==> src/rtl/data_mem_arbiter.sv <==
// data_mem_arbiter
//   Shares the single-port synchronous data RAM between the pipeline memory
//   stage (CPU port) and the DSP block-transfer engine (DSP port). The CPU
//   has priority, except that during a DSP burst at most MAX_CPU_RUN
//   consecutive CPU grants are allowed before one DSP beat is forced in.
//   DSP bursts are 1..16 words with an auto-incrementing, wrapping address.
//
// Ports
//   clk, reset                 rising-edge clock, synchronous active-high reset
//   cpu_rd/cpu_wr/cpu_addr/cpu_wdata   CPU request (rd and wr never together)
//   cpu_stall                  CPU request not granted this cycle
//   cpu_rdata                  CPU read data, valid the cycle after a granted read
//   dsp_start/dsp_we/dsp_base/dsp_len  burst start pulse and burst descriptor
//   dsp_wdata                  write data for the current beat
//   dsp_beat                   DSP beat granted this cycle
//   dsp_rdata/dsp_rvalid       burst read data and its valid strobe
//   dsp_busy/dsp_done          burst in progress / completion pulse
//   mem_en/mem_we/mem_addr/mem_wdata/mem_rdata   RAM port (1-cycle read latency)

module data_mem_arbiter #(
  parameter int ADDR_W      = 12,
  parameter int DATA_W      = 32,
  parameter int MAX_CPU_RUN = 4
) (
  input  logic              clk,
  input  logic              reset,
  input  logic              cpu_rd,
  input  logic              cpu_wr,
  input  logic [ADDR_W-1:0] cpu_addr,
  input  logic [DATA_W-1:0] cpu_wdata,
  output logic              cpu_stall,
  output logic [DATA_W-1:0] cpu_rdata,
  input  logic              dsp_start,
  input  logic              dsp_we,
  input  logic [ADDR_W-1:0] dsp_base,
  input  logic [4:0]        dsp_len,
  input  logic [DATA_W-1:0] dsp_wdata,
  output logic              dsp_beat,
  output logic [DATA_W-1:0] dsp_rdata,
  output logic              dsp_rvalid,
  output logic              dsp_busy,
  output logic              dsp_done,
  output logic              mem_en,
  output logic              mem_we,
  output logic [ADDR_W-1:0] mem_addr,
  output logic [DATA_W-1:0] mem_wdata,
  input  logic [DATA_W-1:0] mem_rdata
);

  localparam int RUN_W = ($clog2(MAX_CPU_RUN + 1) > 3) ? $clog2(MAX_CPU_RUN + 1) : 3;
  localparam logic [RUN_W-1:0] RUN_MAX = RUN_W'(MAX_CPU_RUN);

  typedef enum logic {
    IDLE,
    BURST
  } state_t;

  typedef enum logic [1:0] {
    OWN_NONE,
    OWN_CPU,
    OWN_DSP
  } owner_t;

  state_t            state, state_next;
  logic [ADDR_W-1:0] cur_addr, cur_addr_next;
  logic [4:0]        beats_left, beats_left_next;
  logic [RUN_W-1:0]  cpu_run, cpu_run_next;
  logic              burst_we, burst_we_next;
  owner_t            rd_owner;
  logic              done_q;
  logic [DATA_W-1:0] cpu_rdata_q;
  logic [DATA_W-1:0] dsp_rdata_q;

  logic cpu_req;
  logic cpu_grant;
  logic dsp_grant;
  logic last_beat;

  assign cpu_req = cpu_rd | cpu_wr;

  // Next-state and grant decision. While reset is high nothing is granted so
  // a burst caught mid-flight cannot issue a stray RAM write.
  always_comb begin
    state_next      = state;
    cur_addr_next   = cur_addr;
    beats_left_next = beats_left;
    cpu_run_next    = cpu_run;
    burst_we_next   = burst_we;
    cpu_grant       = 1'b0;
    dsp_grant       = 1'b0;
    last_beat       = 1'b0;

    if (!reset) begin
      case (state)
        IDLE: begin
          cpu_grant    = cpu_req;
          cpu_run_next = '0;
          if (dsp_start && (dsp_len != '0)) begin
            cur_addr_next   = dsp_base;
            beats_left_next = dsp_len;
            burst_we_next   = dsp_we;
            state_next      = BURST;
          end
        end
        BURST: begin
          if (cpu_req && (cpu_run < RUN_MAX)) begin
            cpu_grant    = 1'b1;
            cpu_run_next = cpu_run + 1'b1;
          end else begin
            dsp_grant       = 1'b1;
            cpu_run_next    = '0;
            cur_addr_next   = cur_addr + 1'b1;
            beats_left_next = beats_left - 1'b1;
            if (beats_left <= 5'd1) begin
              last_beat  = 1'b1;
              state_next = IDLE;
            end
          end
        end
        default: state_next = IDLE;
      endcase
    end
  end

  // RAM port steering and handshake outputs.
  always_comb begin
    mem_en    = cpu_grant | dsp_grant;
    mem_we    = 1'b0;
    mem_addr  = '0;
    mem_wdata = '0;
    if (dsp_grant) begin
      mem_we    = burst_we;
      mem_addr  = cur_addr;
      mem_wdata = dsp_wdata;
    end else if (cpu_grant) begin
      mem_we    = cpu_wr;
      mem_addr  = cpu_addr;
      mem_wdata = cpu_wdata;
    end
    cpu_stall = cpu_req & ~cpu_grant & ~reset;
    dsp_beat  = dsp_grant;
  end

  always_ff @(posedge clk) begin
    if (reset) begin
      state       <= IDLE;
      cur_addr    <= '0;
      beats_left  <= '0;
      cpu_run     <= '0;
      burst_we    <= 1'b0;
      rd_owner    <= OWN_NONE;
      done_q      <= 1'b0;
      cpu_rdata_q <= '0;
      dsp_rdata_q <= '0;
    end else begin
      state      <= state_next;
      cur_addr   <= cur_addr_next;
      beats_left <= beats_left_next;
      cpu_run    <= cpu_run_next;
      burst_we   <= burst_we_next;
      done_q     <= last_beat;
      if (cpu_grant && cpu_rd) begin
        rd_owner <= OWN_CPU;
      end else if (dsp_grant && !burst_we) begin
        rd_owner <= OWN_DSP;
      end else begin
        rd_owner <= OWN_NONE;
      end
      if (rd_owner == OWN_CPU) cpu_rdata_q <= mem_rdata;
      if (rd_owner == OWN_DSP) dsp_rdata_q <= mem_rdata;
    end
  end

  // RAM data is passed straight through in the return cycle and then held,
  // so each port keeps its last read word while the other port uses the RAM.
  assign cpu_rdata  = (rd_owner == OWN_CPU) ? mem_rdata : cpu_rdata_q;
  assign dsp_rdata  = (rd_owner == OWN_DSP) ? mem_rdata : dsp_rdata_q;
  assign dsp_rvalid = (rd_owner == OWN_DSP);
  assign dsp_busy   = (state == BURST);
  assign dsp_done   = done_q;

endmodule

==> config.mk <==
export PLATFORM = sky130hd
export DESIGN_NAME = data_mem_arbiter
export DESIGN_NICKNAME = d
export VERILOG_FILES = /design/src/rtl/data_mem_arbiter.sv
export SDC_FILE = /design/constraint.sdc
export NUM_CORES = 1
export LEC_CHECK = 0
export ABC_AREA = 1
export CAP_MARGIN = 20
export CORE_ASPECT_RATIO = 1.2
export CORE_UTILIZATION = 35
export CTS_BUF_LIST = sky130_fd_sc_hd__clkbuf_4
export DETAILED_ROUTE_END_ITERATION = 8
export PLACE_DENSITY_LB_ADDON = 0.1
export SETUP_SLACK_MARGIN = 0.02
export SLEW_MARGIN = 20
export SYNTH_ARGS = -nofsm -noshare
export SYNTH_HDL_FRONTEND = slang
export SYNTH_SLANG_ARGS = --single-unit
==> constraint.sdc <==
create_clock -name clk -period 1.4 [get_ports clk]
set_input_delay 0.28 -clock clk [delete_from_list [all_inputs] [get_ports clk]]
set_output_delay 0.28 -clock clk [all_outputs]
set_load 0.02 [all_outputs]
After elaboration in Yosys (flattened, before gate mapping) --
Index checks and enable logic that the tools add are counted.
Operators by class: $add $sub $neg 3, magnitude comparators 2, eq/ne operators 4, muxes and demuxes 29, bitwise gates (word level) 7, reduce and logical (&&, ||, !) cells 10
Operators by type and width (number):
- $mux W32 | 4
- $mux W12 | 4
- $pmux W12 S2 | 1
- $add A12 B1 Y12 const B | 1
- $mux W1 | 12
- $mux W5 | 2
- $pmux W5 S2 | 1
- $pmux W3 S2 | 1
- $le A5 B1 Y1 const B | 1
- $reduce_bool A5 Y1 | 1
- $sub A5 B1 Y5 const B | 1
- $logic_and A1 B1 Y1 | 4
- $ne A2 B2 Y1 const B | 2
- $pmux W1 S2 | 2
- $reduce_and A2 Y1 | 2
- $add A3 B1 Y3 const B | 1
- $lt A3 B3 Y1 const B | 1
- $mux W3 | 1
- $not A1 Y1 | 3
- $reduce_or A3 Y1 | 1
- $and A1 B1 Y1 | 2
- $eq A2 B1 Y1 const B | 1
- $eq A2 B2 Y1 const B | 1
- $mux W2 | 1
- 3 further kinds | 4
Word-level totals: bits in registers 89, input bits 131, output and inout port bits 115

Longest topological paths before layout --
Gate-level depths: netlist (run 1).
depth in word-level cells 8, depth in mapped cells 9

Least setup slack after synthesis (run 1) --
No wires, ideal clock.
kind reg-to-output, start point reg state (netlist: dsp_busy), end point out mem_addr[1], arrival time 1404 ps, path slack -284 ps, cell stages (with the launch flop) 8, cells stage by stage dfxtp_1 -> inv_2 -> nor2_2 -> inv_2 -> nor2_4 -> buf_4 -> nand2_1 -> o21ai_1
RTL lines:
- start: declaration | RTL line 64 | state_t state, state_next;
- start signal: assignment | RTL line 156 | state <= state_next;
- $mux W1 | RTL line 94 | case (state)
- $mux W1 | RTL line 93 | if (!reset) begin
- via dsp_beat | RTL line 38 | output logic dsp_beat,
- $mux W12 | RTL line 131 | if (dsp_grant) begin
- end: declaration | RTL line 45 | output logic [ADDR_W-1:0] mem_addr,
The timed path passes the listed nets, and every way through them passes these cells.

Worst setup path after layout (run 1) --
start point reg state (netlist: dsp_busy), end point out mem_wdata[30]
Between the ends: word-level cells in the longest chain between the ends 5
RTL lines:
- $not A1 Y1 (no line)
- $pmux W1 S2 | RTL line 94
- $mux W1 | RTL line 93
- $mux W32 | RTL line 135 | end else if (cpu_grant) begin
- $mux W32 * | RTL line 131
- end: declaration | RTL line 46 | output logic [DATA_W-1:0] mem_wdata,
Every way passes the cells marked *; elsewhere a longest branch is shown, timed or not.

==> results of run 1 <==
cells in the mapped netlist, drive strengths merged:
cell    count
o211a       1
nand2     121
nand3      15
inv       169
o211ai      1
mux2i       3
nor2      102
o22ai       6
clkbuf     22
o31ai       1
dfxtp      89
nand4       3
xor2        4
or2        32
ha          4
xnor2       1
o21ai     122
a21oi      17
buf        12
power groups by stage:
| stage | Clock (mW) | Combinational, mW | Sequential (mW) |
|---|---|---|---|
| CTS | 1.55 | 2.83 | 2.77 |
| global route | 1.68 | 3.65 | 2.79 |
| finish | 1.54 | 3.45 | 2.77 |
| floorplan | 0 | 1.18 | 2.82 |
| detailed placement | 0 | 2.41 | 2.81 |
| global placement | 0 | 2.40 | 2.81 |
flip-flops by register name, summed over array words and instances, names as in the netlist:
signal       count
dsp_busy         1
rd_owner         2
cpu_run          3
cur_addr        12
dsp_done         1
beats_left       5
cpu_rdata_q     32
dsp_rdata_q     32
burst_we         1
final cells by class:
cell class | count | area share (%)
timing repair inverter | 1 | 0.105
antenna | 2 | 0.0465
sequential | 89 | 16.7
clock inverter | 7 | 0.721
clock buffer | 9 | 0.628
multi-input combinational | 433 | 32.4
tap | 164 | 1.91
inverter | 169 | 6.06
timing repair buffer | 413 | 41.5
layer usage:
layer | vias up | global-route usage [%] | wire, µm
li1 | 2971 | - | -
met1 | 2804 | 25.9 | 7430
met2 | 223 | 44.2 | 10700
met3 | 37 | 6.76 | 1390
met4 | 2 | 7.82 | 577
met5 | - | 0 | 11
cell usage in the layout (no fill, tap or decap), types with 4 or more instances in the layout:
| master | count |
|---|---|
| a21oi_1 | 13 |
| a21oi_2 | 4 |
| buf_12 | 19 |
| buf_16 | 4 |
| buf_2 | 6 |
| buf_4 | 101 |
| buf_6 | 136 |
| buf_8 | 8 |
| clkbuf_16 | 8 |
| clkbuf_4 | 9 |
| clkdlybuf4s50_1 | 128 |
| dfxtp_1 | 85 |
| ha_1 | 4 |
| inv_1 | 123 |
| inv_2 | 41 |
| inv_4 | 4 |
| nand2_1 | 45 |
| nand2_2 | 54 |
| nand2_4 | 20 |
| nand3_1 | 13 |
| nor2_1 | 85 |
| nor2_2 | 12 |
| nor2_4 | 5 |
| o21ai_0 | 10 |
| o21ai_1 | 5 |
| o21ai_2 | 40 |
| o21ai_4 | 67 |
| o22ai_4 | 6 |
| or2_2 | 5 |
| or2_4 | 27 |
| xor2_1 | 4 |
cell families after synthesis:
family	Yosys count	synth area share, %
simple gates	273	25.1
flops	89	38.6
compound gates	148	16.4
fa+ha+maj	4	1.08
xor+xnor	5	0.948
buf+inv	203	17.2
mux	3	0.650
critical path: stages (launching register included):
cell	delay, ns
dfxtp_4	0.39
inv_4	0.04
nor2_4	0.10
inv_2	0.06
nor2_4	0.13
buf_12	0.14
buf_12	0.13
buf_6	0.10
nand2_2	0.04
o21ai_2	0.07
buf_6	0.14
worst min path at each step:
stage                           from     endpoint  slack [ns]  depth (start not counted)
after floorplan           cpu_run[0]   cpu_run[0]        0.40                          1
after global placement    cpu_run[0]   cpu_run[0]        0.41                          1
after detailed placement  cpu_run[0]   cpu_run[0]        0.42                          1
after CTS                      reset     dsp_busy        0.38                          6
after global routing          cpu_rd  rd_owner[0]        0.40                          3
final                         cpu_rd  rd_owner[0]        0.39                          3
stage by stage:
stage	TNS [ns]	setup slack, ns	total power, mW
2_1_floorplan	-0.0515	-0.00851	4.00
3_3_place_gp	-88.67	-1.12	5.21
3_5_place_dp	-89.37	-1.14	5.22
4_1_cts	-65.79	-0.750	7.14
5_1_grt	-79.25	-0.765	8.12
6_report	-67.70	-0.679	7.77
what timing repair did:
item | CTS | global route
cloned | 8 | 9
hold buffers | 0 | 0
setup buffers | 44 | 33
pin swaps | 6 | 20
gates resized for setup | 817 | 279
endpoints found under the setup margin | 132 | 144
==> flow_summary_export.csv, run 1 <==
group,metric,value,unit
run_status,outcome,"complete, but fails checks",
run_status,violations,"negative setup slack",
synth,synth_nets,860,
floorplanning,coreArea,0.0128,mm²
sta,slew_headroom,47.8,%
critical_path,cp-endpoint,"mem_wdata[30]",
route,drtIter0Drc,199,
critical_path,reg2reg_from,"rd_owner[1]",
global_route,overflow,0,
sta,drv_slew,0,
route,vias,6037,
clocking,cts_buffers,9,
global_route,track_usage,23.9,%
critical_path,worstPathMaxFanout,8,
place,place.gp.congestion,0.804,
floorplanning,die_area,0.0137,mm²
power_and_ir_drop,vdd_ir_drop_max,0.679,mV
critical_path,rrSetupSlack,-0.35,ns
sta,finalClockSkew,0.0214,ns
place,placed_area,0.00826,mm²
critical_path,crit_type,"flop to output pin",
floorplanning,fp.dieH,128,µm
critical_path,cp_data_required_time,1.12,ns
route,antenna_left,0,
synth,netlist_area,0.00462,mm²
critical_path,endpoint_kind,"output pin",
synth,post-synth-top-area-cell,"dfxtp_1",
sta,setup_slack,-0.679,ns
finish,stdcell_area,0.0108,mm²
hold_path,hp-class,"input port to flop",
floorplanning,rows,45,
synth,ys_top_cells_by_area,"dfxtp_1, inv_1, nand2_1, o21ai_0, nor2_1",
clocking,clock-sinks,89,
job,drv_cap,0,
sta,worstMarginPinSlew,0.783,ns
synth,synth-seq-area-share,38.6,%
route,vias_per_cell,4.69,
finish,num-nets-final,1251,
route,wl_per_cell,15.6,µm
critical_path,arrival,1.80,ns
place,dp.cells,1183,
sta,final_hold_viol_count,0,
synth,synth_warnings,0,
sta,rsz0062_at_grt,"yes",
power_and_ir_drop,pwr-share-clk,19.9,%
clocking,cts_tree,"yes",
synth,syn_inst,725,
clocking,cts_buffer_depth,2,
route,wirelength,20100,µm
floorplanning,initial_core_util,36.1,%
power_and_ir_drop,leakagePower,5.25,nW
finish,final-seq-area,0.00179,mm²
finish,drive_gt1_share,53.1,%
sta,finalCritPeriodShare,149,%
power_and_ir_drop,power.density,722,mW/mm²
sta,fmax,481,MHz
clocking,root_buffer,"clkbuf_4",
power_and_ir_drop,combinationalPowerShare,44.4,%
finish,post-route-util,84.2,%
synth,ys_types,28,
clocking,clk_pin_slew_worst_paths,0.14,ns
global_route,grt_antenna_before_repair,3,
global_route,grt_pass1_wl,25600,µm
global_route,grt_max_degree,71,
global_route,grt_pass1_vias,5278,
critical_path,start_kind,"flop",
critical_path,startpoint,"dsp_busy",
critical_path,reg2reg_to,"dsp_rdata_q[14]",
floorplanning,die_w,107,µm
finish,fillCellCount,763,
synth,avgSynthCellArea,6.37,µm²
route,drtPass1Iterations,5,
synth,yosysTopAreaCellShare,38.6,%
place,dp_hpwl,10900,µm
sta,timing.hold.ws,0.390,ns
power_and_ir_drop,p_sw_share,34.8,%
power_and_ir_drop,intPower,5.06,mW
clocking,htreeDepth,3,
sta,finalSetupViolCount,136,
floorplanning,io_pins,246,
clocking,worst_skew_pair.late_latency,0.47,ns
power_and_ir_drop,pwr-share-seq,35.7,%
sta,post-route-min-period,2.08,ns
finish,multiInputGateArea,0.00349,mm²
finish,syn2layout_area_growth,133,%
synth,ys_ff_latch,89,
route,route.detailed.drc,0,
finish,fin_cells,1287,
critical_path,r2r_cells,12,
power_and_ir_drop,p_sw,2.70,mW
place,portBuffers,245,
Note: power is estimated with default switching activity, not from simulation.
==> inputs of run 2 (changes only) <==
==> constraint.sdc (replaced) <==
create_clock -name clk -period 1.4 [get_ports clk]
set_input_delay 0.35 -clock clk [delete_from_list [all_inputs] [get_ports clk]]
set_output_delay 0.35 -clock clk [all_outputs]
set_load 0.02 [all_outputs]
==> run 2 against run 1 <==
  * The flow still finishes with violations (negative setup slack)
  * Fmax shrank 0.34%
  * Count of clock-buffer cells in the layout is the same
  * Highest routed layer is now met4
  * Largest power group unchanged
  * Critical path type unchanged
  * Sequential cell count is the same
  * Worst hold slack lost 0.11 ns
==> flow_summary_export.csv, run 2 (synthesis gave the netlist of run 1 again) <==
group,metric,value,unit
floorplanning,coreArea,0.0128,mm²
critical_path,worstPathMaxFanout,13,
place,place.gp.congestion,0.872,
sta,finalClockSkew,0.0235,ns
finish,final_cell_mix,"clkdlybuf4s50_1, buf_4, inv_1",
critical_path,arrival,1.74,ns
route,antenna_left,0,
finish,final_common_cell,"clkdlybuf4s50_1",
sta,drv_slew,0,
clocking,cts_hold_buf,0,
global_route,overflow,0,
clocking,worst_skew_pair.late_latency,0.46,ns
sta,timing.hold.ws,0.275,ns
sta,post-route-min-period,2.09,ns
finish,multiInputGateArea,0.00347,mm²
power_and_ir_drop,p_total,7.60,mW
critical_path,endpoint_kind,"output pin",
route,vias_per_cell,4.64,
finish,drive_gt1_share,52.0,%
finish,final-seq-area,0.00179,mm²
finish,fillCellCount,792,
sta,slew_headroom,67.9,%
sta,worstMarginPinSlew,0.482,ns
floorplanning,fp.dieH,128,µm
sta,setup_slack,-0.687,ns
global_route,grt_pass1_wl,26100,µm
power_and_ir_drop,power.density,731,mW/mm²
hold_path,hp-class,"input port to flop",
critical_path,cp_data_required_time,1.05,ns
finish,post-route-util,81.3,%
clocking,cts_tree,"yes",
sta,finalSetupViolCount,119,
place,portBuffers,245,
route,drtPass1Iterations,4,
run_status,violations,"negative setup slack",
route,wl_per_cell,15.1,µm
clocking,root_buffer,"clkbuf_4",
route,vias,5924,
clocking,cts_buffers,9,
clocking,clock-sinks,89,
route,drtIter0Drc,222,
finish,num-nets-final,1243,
floorplanning,die_area,0.0137,mm²
critical_path,crit_type,"flop to output pin",
floorplanning,initial_core_util,36.1,%
route,wirelength,19300,µm
place,placed_area,0.00863,mm²
finish,top_regs,"cpu_rdata_q: 32 flops, dsp_rdata_q: 32 flops, cur_addr: 12 flops",
sta,final_hold_viol_count,0,
clocking,cts_buffer_depth,2,
finish,stdcell_area,0.0104,mm²
clocking,htreeDepth,3,
route,route.detailed.drc,0,
clocking,clk_pin_slew_worst_paths,0.15,ns
place,dp_hpwl,11000,µm
global_route,grt_max_degree,43,
floorplanning,rows,45,
sta,rsz0062_at_grt,"yes",
power_and_ir_drop,vdd_ir_drop_max,0.442,mV
power_and_ir_drop,leakagePower,5.20,nW
global_route,grt_antenna_before_repair,1,
run_status,outcome,"complete, but fails checks",
sta,fmax,479,MHz
critical_path,start_kind,"flop",
finish,syn2layout_area_growth,125,%
sta,finalCritPeriodShare,149,%
global_route,track_usage,24.0,%
floorplanning,io_pins,246,
global_route,grt_pass1_vias,5480,
job,drv_cap,0,
floorplanning,die_w,107,µm
-- run 2: layout make-up --
cell class	instances	area share (%)
sequential	89	17.2
multi-input combinational	433	33.4
clock buffer	9	0.650
antenna	1	0.0241
timing repair buffer	406	39.6
clock inverter	7	0.747
tap	164	1.97
inverter	169	6.30
-- run 2: critical path: stages (launching register included) --
cell       delay [ns]
dfxtp_2          0.37
inv_4            0.05
nor2_4           0.19
inv_4            0.09
clkbuf_16        0.21
o21ai_2          0.16
inv_1            0.06
buf_2            0.16
-- run 2: final timing paths --
| path | from | end | slack [ns] | cells past startpoint |
|---|---|---|---|---|
| worst max-delay path | rd_owner[1] | dsp_rdata[0] | -0.69 | 7 |
| worst min-delay path | reset | cpu_run[2] | 0.28 | 4 |
| worst max register to register | rd_owner[0] | cpu_rdata_q[1] | -0.03 | 9 |
| worst min register to register | cpu_run[0] | cpu_run[0] | 0.44 | 1 |
-- run 2: metrics by stage --
stage | setup slack (ns) | TNS, ns | cells
after global placement | -1.21 | -99.84 | 1213
after detailed placement | -1.23 | -100.43 | 1213
after CTS | -0.711 | -72.90 | 1251
final | -0.687 | -70.94 | 1278
after global routing | -0.774 | -81.10 | 1278
after floorplan | -0.135 | -4.14 | 725
-- run 2: repair_timing --
action | 4_1_cts | 5_1_grt
setup buffers | 15 | 21
resized for setup | 735 | 220
gates cloned | 7 | 6
pin swaps | 5 | 21
setup endpoints to repair | 131 | 135
-- run 2: per-layer routing --
| metal | GRT usage [%] | part of all wire [%] | vias up |
|---|---|---|---|
| li1 | - | - | 2960 |
| met1 | 29.1 | 40 | 2757 |
| met2 | 43.0 | 53 | 175 |
| met3 | 4.07 | 4.5 | 32 |
| met4 | 7.57 | 2.2 | 0 |
| met5 | 0 | 0 | - |
-- run 2: power by group --
part	switching (mW)	leakage (nW)	total [mW]	internal, mW
combinational	1.59	4.40	3.27	1.68
sequential	0.0778	0.730	2.77	2.69
clock	0.991	0.0721	1.55	0.560
total	2.66	5.20	7.60	4.94
==> inputs of run 3 (changes only) <==
- SKIP_LAST_GASP: default -> 1
- SLEW_MARGIN: 20 -> default
- clock period: 1.4 -> 2.2 ns (I/O delays scaled with it)
==> run 3 against run 2 <==
  * The run still ends with negative setup slack left
  * Count of clock-buffer cells in the layout is the same
  * Final cell count fell by 0.70%
  * Via count fell by 1.5%
  * Critical path type unchanged
==> flow_summary_export.csv, run 3 (synthesis gave the netlist of run 1 again) <==
group,metric,value,unit
run_status,outcome,"complete, but fails checks",
run_status,violations,"negative setup slack",
clocking,root_buffer,"clkbuf_4",
floorplanning,die_area,0.0137,mm²
floorplanning,rows,45,
clocking,cts_buffers,9,
power_and_ir_drop,p_total,4.52,mW
job,drv_cap,0,
global_route,track_usage,23.6,%
sta,slew_headroom,52.0,%
route,wirelength,18800,µm
route,vias,5833,
clocking,cts_hold_buf,0,
finish,top_regs,"cpu_rdata_q: 32 flops, dsp_rdata_q: 32 flops, cur_addr: 12 flops",
sta,fmax,421,MHz
sta,post-route-min-period,2.38,ns
power_and_ir_drop,pwr-share-clk,21.5,%
finish,fillCellCount,988,
global_route,grt_pass1_wl,25500,µm
sta,finalSetupViolCount,89,
finish,multiInputGateArea,0.00288,mm²
place,place_worst_setup_slack,-0.787,ns
power_and_ir_drop,pwr-share-seq,39.4,%
floorplanning,fp.dieH,128,µm
power_and_ir_drop,p_sw,1.56,mW
finish,num-nets-final,1235,
critical_path,crit_type,"flop to output pin",
sta,drv_slew,0,
finish,drive_gt1_share,43.4,%
sta,finalClockSkew,0.0244,ns
power_and_ir_drop,p_sw_share,34.5,%
route,route.detailed.drc,0,
clocking,clock-sinks,89,
finish,final_cell_mix,"inv_1, buf_4, clkdlybuf4s50_1",
route,vias_per_cell,4.60,
power_and_ir_drop,leakagePower,5.07,nW
floorplanning,io_pins,246,
clocking,clk_pin_slew_worst_paths,0.15,ns
clocking,cts_buffer_depth,2,
clocking,cts_tree,"yes",
power_and_ir_drop,combinationalPowerShare,39.1,%
global_route,grt_antenna_before_repair,0,
place,place.gp.congestion,0.841,
critical_path,endpoint_kind,"output pin",
finish,syn2layout_area_growth,105,%
critical_path,start_kind,"flop",
route,wl_per_cell,14.8,µm
sta,worstMarginPinSlew,0.720,ns
global_route,grt_max_degree,66,
sta,setup_slack,-0.177,ns
critical_path,worstPathMaxFanout,5,
floorplanning,coreArea,0.0128,mm²
global_route,overflow,0,
hold_path,hp-class,"flop to flop",
finish,final_common_cell,"inv_1",
global_route,grt_pass1_vias,5161,
floorplanning,initial_core_util,36.1,%
sta,final_hold_viol_count,0,
place,portBuffers,245,
critical_path,arrival,1.83,ns
place,dp_hpwl,10300,µm
power_and_ir_drop,intPower,2.96,mW
finish,final-seq-area,0.00179,mm²
sta,finalCritPeriodShare,108,%
finish,diodes,0,
route,antenna_left,0,
clocking,worst_skew_pair.late_latency,0.45,ns
critical_path,cp_data_required_time,1.65,ns
power_and_ir_drop,vdd_ir_drop_max,0.337,mV
sta,rsz0062_at_grt,"yes",
route,drtPass1Iterations,4,
route,drtIter0Drc,186,
power_and_ir_drop,power.density,477,mW/mm²
clocking,htreeDepth,3,
floorplanning,die_w,107,µm
[run 3: changes by cell type in the layout (fill, tap and decap cells not counted), sizes merged]
cell,previous run,this run
clkinvlp,2,0
buf,269,246
diode,1,0
clkbuf,16,23
clkinv,2,4
clkdlybuf4s50,127,128
nand2,121,123
dlygate4sd2,1,3
dlymetal6s2s,1,0
clkdlybuf4s15,1,2
bufbuf,0,2
inv,171,172
[run 3: layout make-up]
type	count	area share, %
Clock buffer	9	0.712
Inverter	169	6.90
Clock inverter	7	0.818
Tap cell	164	2.16
Sequential cell	89	18.8
Timing Repair Buffer	395	40.1
Timing Repair inverter	1	0.119
Multi-Input combinational cell	435	30.3
[run 3: power by group through the flow]
stage | Combinational (mW) | Clock (mW) | Sequential [mW]
after CTS | 1.46 | 0.992 | 1.78
after detailed placement | 1.40 | 0 | 1.81
after global placement | 1.39 | 0 | 1.80
after floorplan | 0.646 | 0 | 1.79
after global routing | 1.89 | 1.06 | 1.79
final | 1.77 | 0.974 | 1.78
[run 3: per-stage QoR]
step | hold slack [ns] | instances | util, % | area (µm²) | setup TNS (ns)
after floorplan | 0.399 | 725 | - | 4620 | 0
after global placement | 0.414 | 1184 | 61.1 | 7810 | -43.68
after detailed placement | 0.425 | 1184 | 61.1 | 7810 | -44.12
after CTS | 0.445 | 1232 | 66.4 | 8480 | -11.98
after global routing | 0.478 | 1269 | 74.2 | 9480 | -20.43
final | 0.457 | 1269 | 74.2 | 9480 | -9.53
[run 3: final timing paths]
path | slack (ns) | to | start | depth (start not counted)
worst max-delay path | -0.18 | mem_wdata[10] | dsp_busy | 10
worst min-delay path | 0.46 | cpu_run[0] | cpu_run[0] | 1
worst max register to register | -0.15 | cur_addr[6] | cpu_run[2] | 18
worst min register to register | 0.46 | cpu_run[0] | cpu_run[0] | 1
[run 3: what timing repair did]
action,in CTS,in global routing
cloned,10,12
buffers inserted,22,28
gates resized for setup,571,318
setup endpoints to repair,114,128
pin swaps,3,15
[run 3: worst max-delay path, stage by stage, from the launching register on]
cell and delay [ns]:
dfxtp_2 0.36, inv_2 0.05, nor2_4 0.11, inv_2 0.06
nor2_4 0.14, buf_8 0.17, buf_12 0.12, buf_6 0.09
nand2_1 0.04, o21ai_1 0.07, buf_4 0.16
[run 3: routing by layer]
metal | vias to the layer above | GRT usage, % | wire length, µm
li1 | 2960 | - | -
met2 | 146 | 40.8 | 9770
met3 | 27 | 3.20 | 721
met4 | 0 | 7.41 | 367
met1 | 2700 | 30.4 | 7930
met5 | - | 0 | 0
==> edit: new RTL, flow settings as in run 2 <==
Set the parameter `MAX_CPU_RUN` to 8 (it was 4).
--- a/src/rtl/data_mem_arbiter.sv
+++ b/src/rtl/data_mem_arbiter.sv
@@ -20,7 +20,7 @@
 module data_mem_arbiter #(
   parameter int ADDR_W      = 12,
   parameter int DATA_W      = 32,
-  parameter int MAX_CPU_RUN = 4
+  parameter int MAX_CPU_RUN = 8
 ) (
   input  logic              clk,
   input  logic              reset,
Formal check against the unedited RTL: not equivalent (Yosys sat finds a counterexample within 10 cycles, from zero or initial values and one cycle with reset high).
==> edit against run 2 <==
The run still ends with negative setup slack left; first-iteration DRC count grew 17%; synthesized area grew 0.79%; die area grew 0.77%; total power shrank 2.5%; wire length shrank 6.7%; register-to-register slack gained 0.03 ns; combinational power shrank 2%; sequential share of layout area grew 0.33 points; setup slack lost 0.012 ns; via count shrank 1.8%; synthesized cell count grew 0.41%; sequential cell count grew 1; cell area shrank 0.55%; largest power group unchanged; highest routed layer unchanged.
==> edit: results (changes against run 2) <==
[logic_synthesis]
synth.mux.area_fraction_pct = 0.645  ; -0.0051 points
syn_nets = 863  ; +0.35%
synth-seq-cells = 90  ; +1.1%
synthAdderAreaFrac_pct = 1.07  ; -0.0084 points
ys_seq_area_share_pct = 38.7  ; +0.13 points
syn_area_per_cell_um2 = 6.40  ; +0.37%
synth_area_leaders = dfxtp_1, inv_1, nand2_1
syn_inst = 728  ; +0.41%

[timing]
fin_ws_ns = -0.699  ; -0.0119 ns
tightest_slew_ns = 0.820  ; +0.338 ns
finalSetupTns_ns = -67.25  ; +3.69 ns
setup_viol = 114  ; -4.2%
skew_ns = 0.0231  ; -0.000483 ns

[placed_design]
dp.cells = 1218  ; +0.41%
postPlaceCellArea_um2 = 8730  ; +1.1%
hpwlAfterDp_um = 10900  ; -1.1%

[critical_path]
cp_max_fo = 7  ; -6
cpPeakStageDelay_ns = 0.39  ; +0.02 ns
critical_path.slowest_cell = dfxtp_4

[power_and_ir_drop]
max-vdd-ir-drop_mv = 0.513  ; +16%
powerClk_mw = 1.37  ; -12%
comb_power_share_pct = 43.5  ; +0.4 points

[global_routing]
first_global_vias = 5293  ; -3.4%
grt_pass1_wl_um = 25000  ; -3.9%
grt_use_total_pct = 22.7  ; -1.3 points

[cts]
post_cts_buffers = 11  ; -4
post_cts_resized = 730  ; -0.68%

[finish]
final.fill_count = 806  ; +1.8%
fin_nets = 1231  ; -0.97%
multi_input_area_share_pct = 34.4  ; +0.97 points
area_share_nonclk_buffers_pct = 38.5  ; -1.1 points
signal_buffers = 391  ; -3.7%
multi_input_cells = 437  ; +0.92%
inv_count = 167  ; -1.2%
syn_to_final_growth_pct = 122

[run_status]
status = finished, violations left
violations = negative setup slack

[detailed_routing]
routed_wl_um = 18000  ; -6.7%

==> edit: cell count changes after synthesis, sizes merged, moves of 2 or more <==
cell / delta
a21oi: +2
inv: -2
xnor2: +2
nor3: +2
buf: +2
==> edit: through the flow <==
step | utilization, % | worst slack [ns]
3_5_place_dp | 68.0 | -1.22
4_1_cts | 73.0 | -0.723
3_3_place_gp | 68.0 | -1.20
5_1_grt | 80.5 | -0.780
6_report | 80.5 | -0.699
2_1_floorplan | - | -0.181
==> edit: routing by layer <==
metal	routed length (µm)	part of all wire, %	global-route usage (%)	up-vias
met2	9390	52	41.3	177
met3	982	5.5	4.46	29
li1	-	-	-	2932
met4	377	2.1	7.25	0
met1	7240	40	26.8	2680
met5	0	0	0	-
==> edit: final timing paths <==
kind,cells after the start,slack (ns),start,endpoint
setup / recovery,10,-0.70,dsp_busy,mem_wdata[21]
hold / removal,5,0.32,reset,dsp_done
setup reg to reg,8,0,rd_owner[1],cpu_rdata_q[7]
hold reg to reg,1,0.46,cpu_run[0],cpu_run[0]
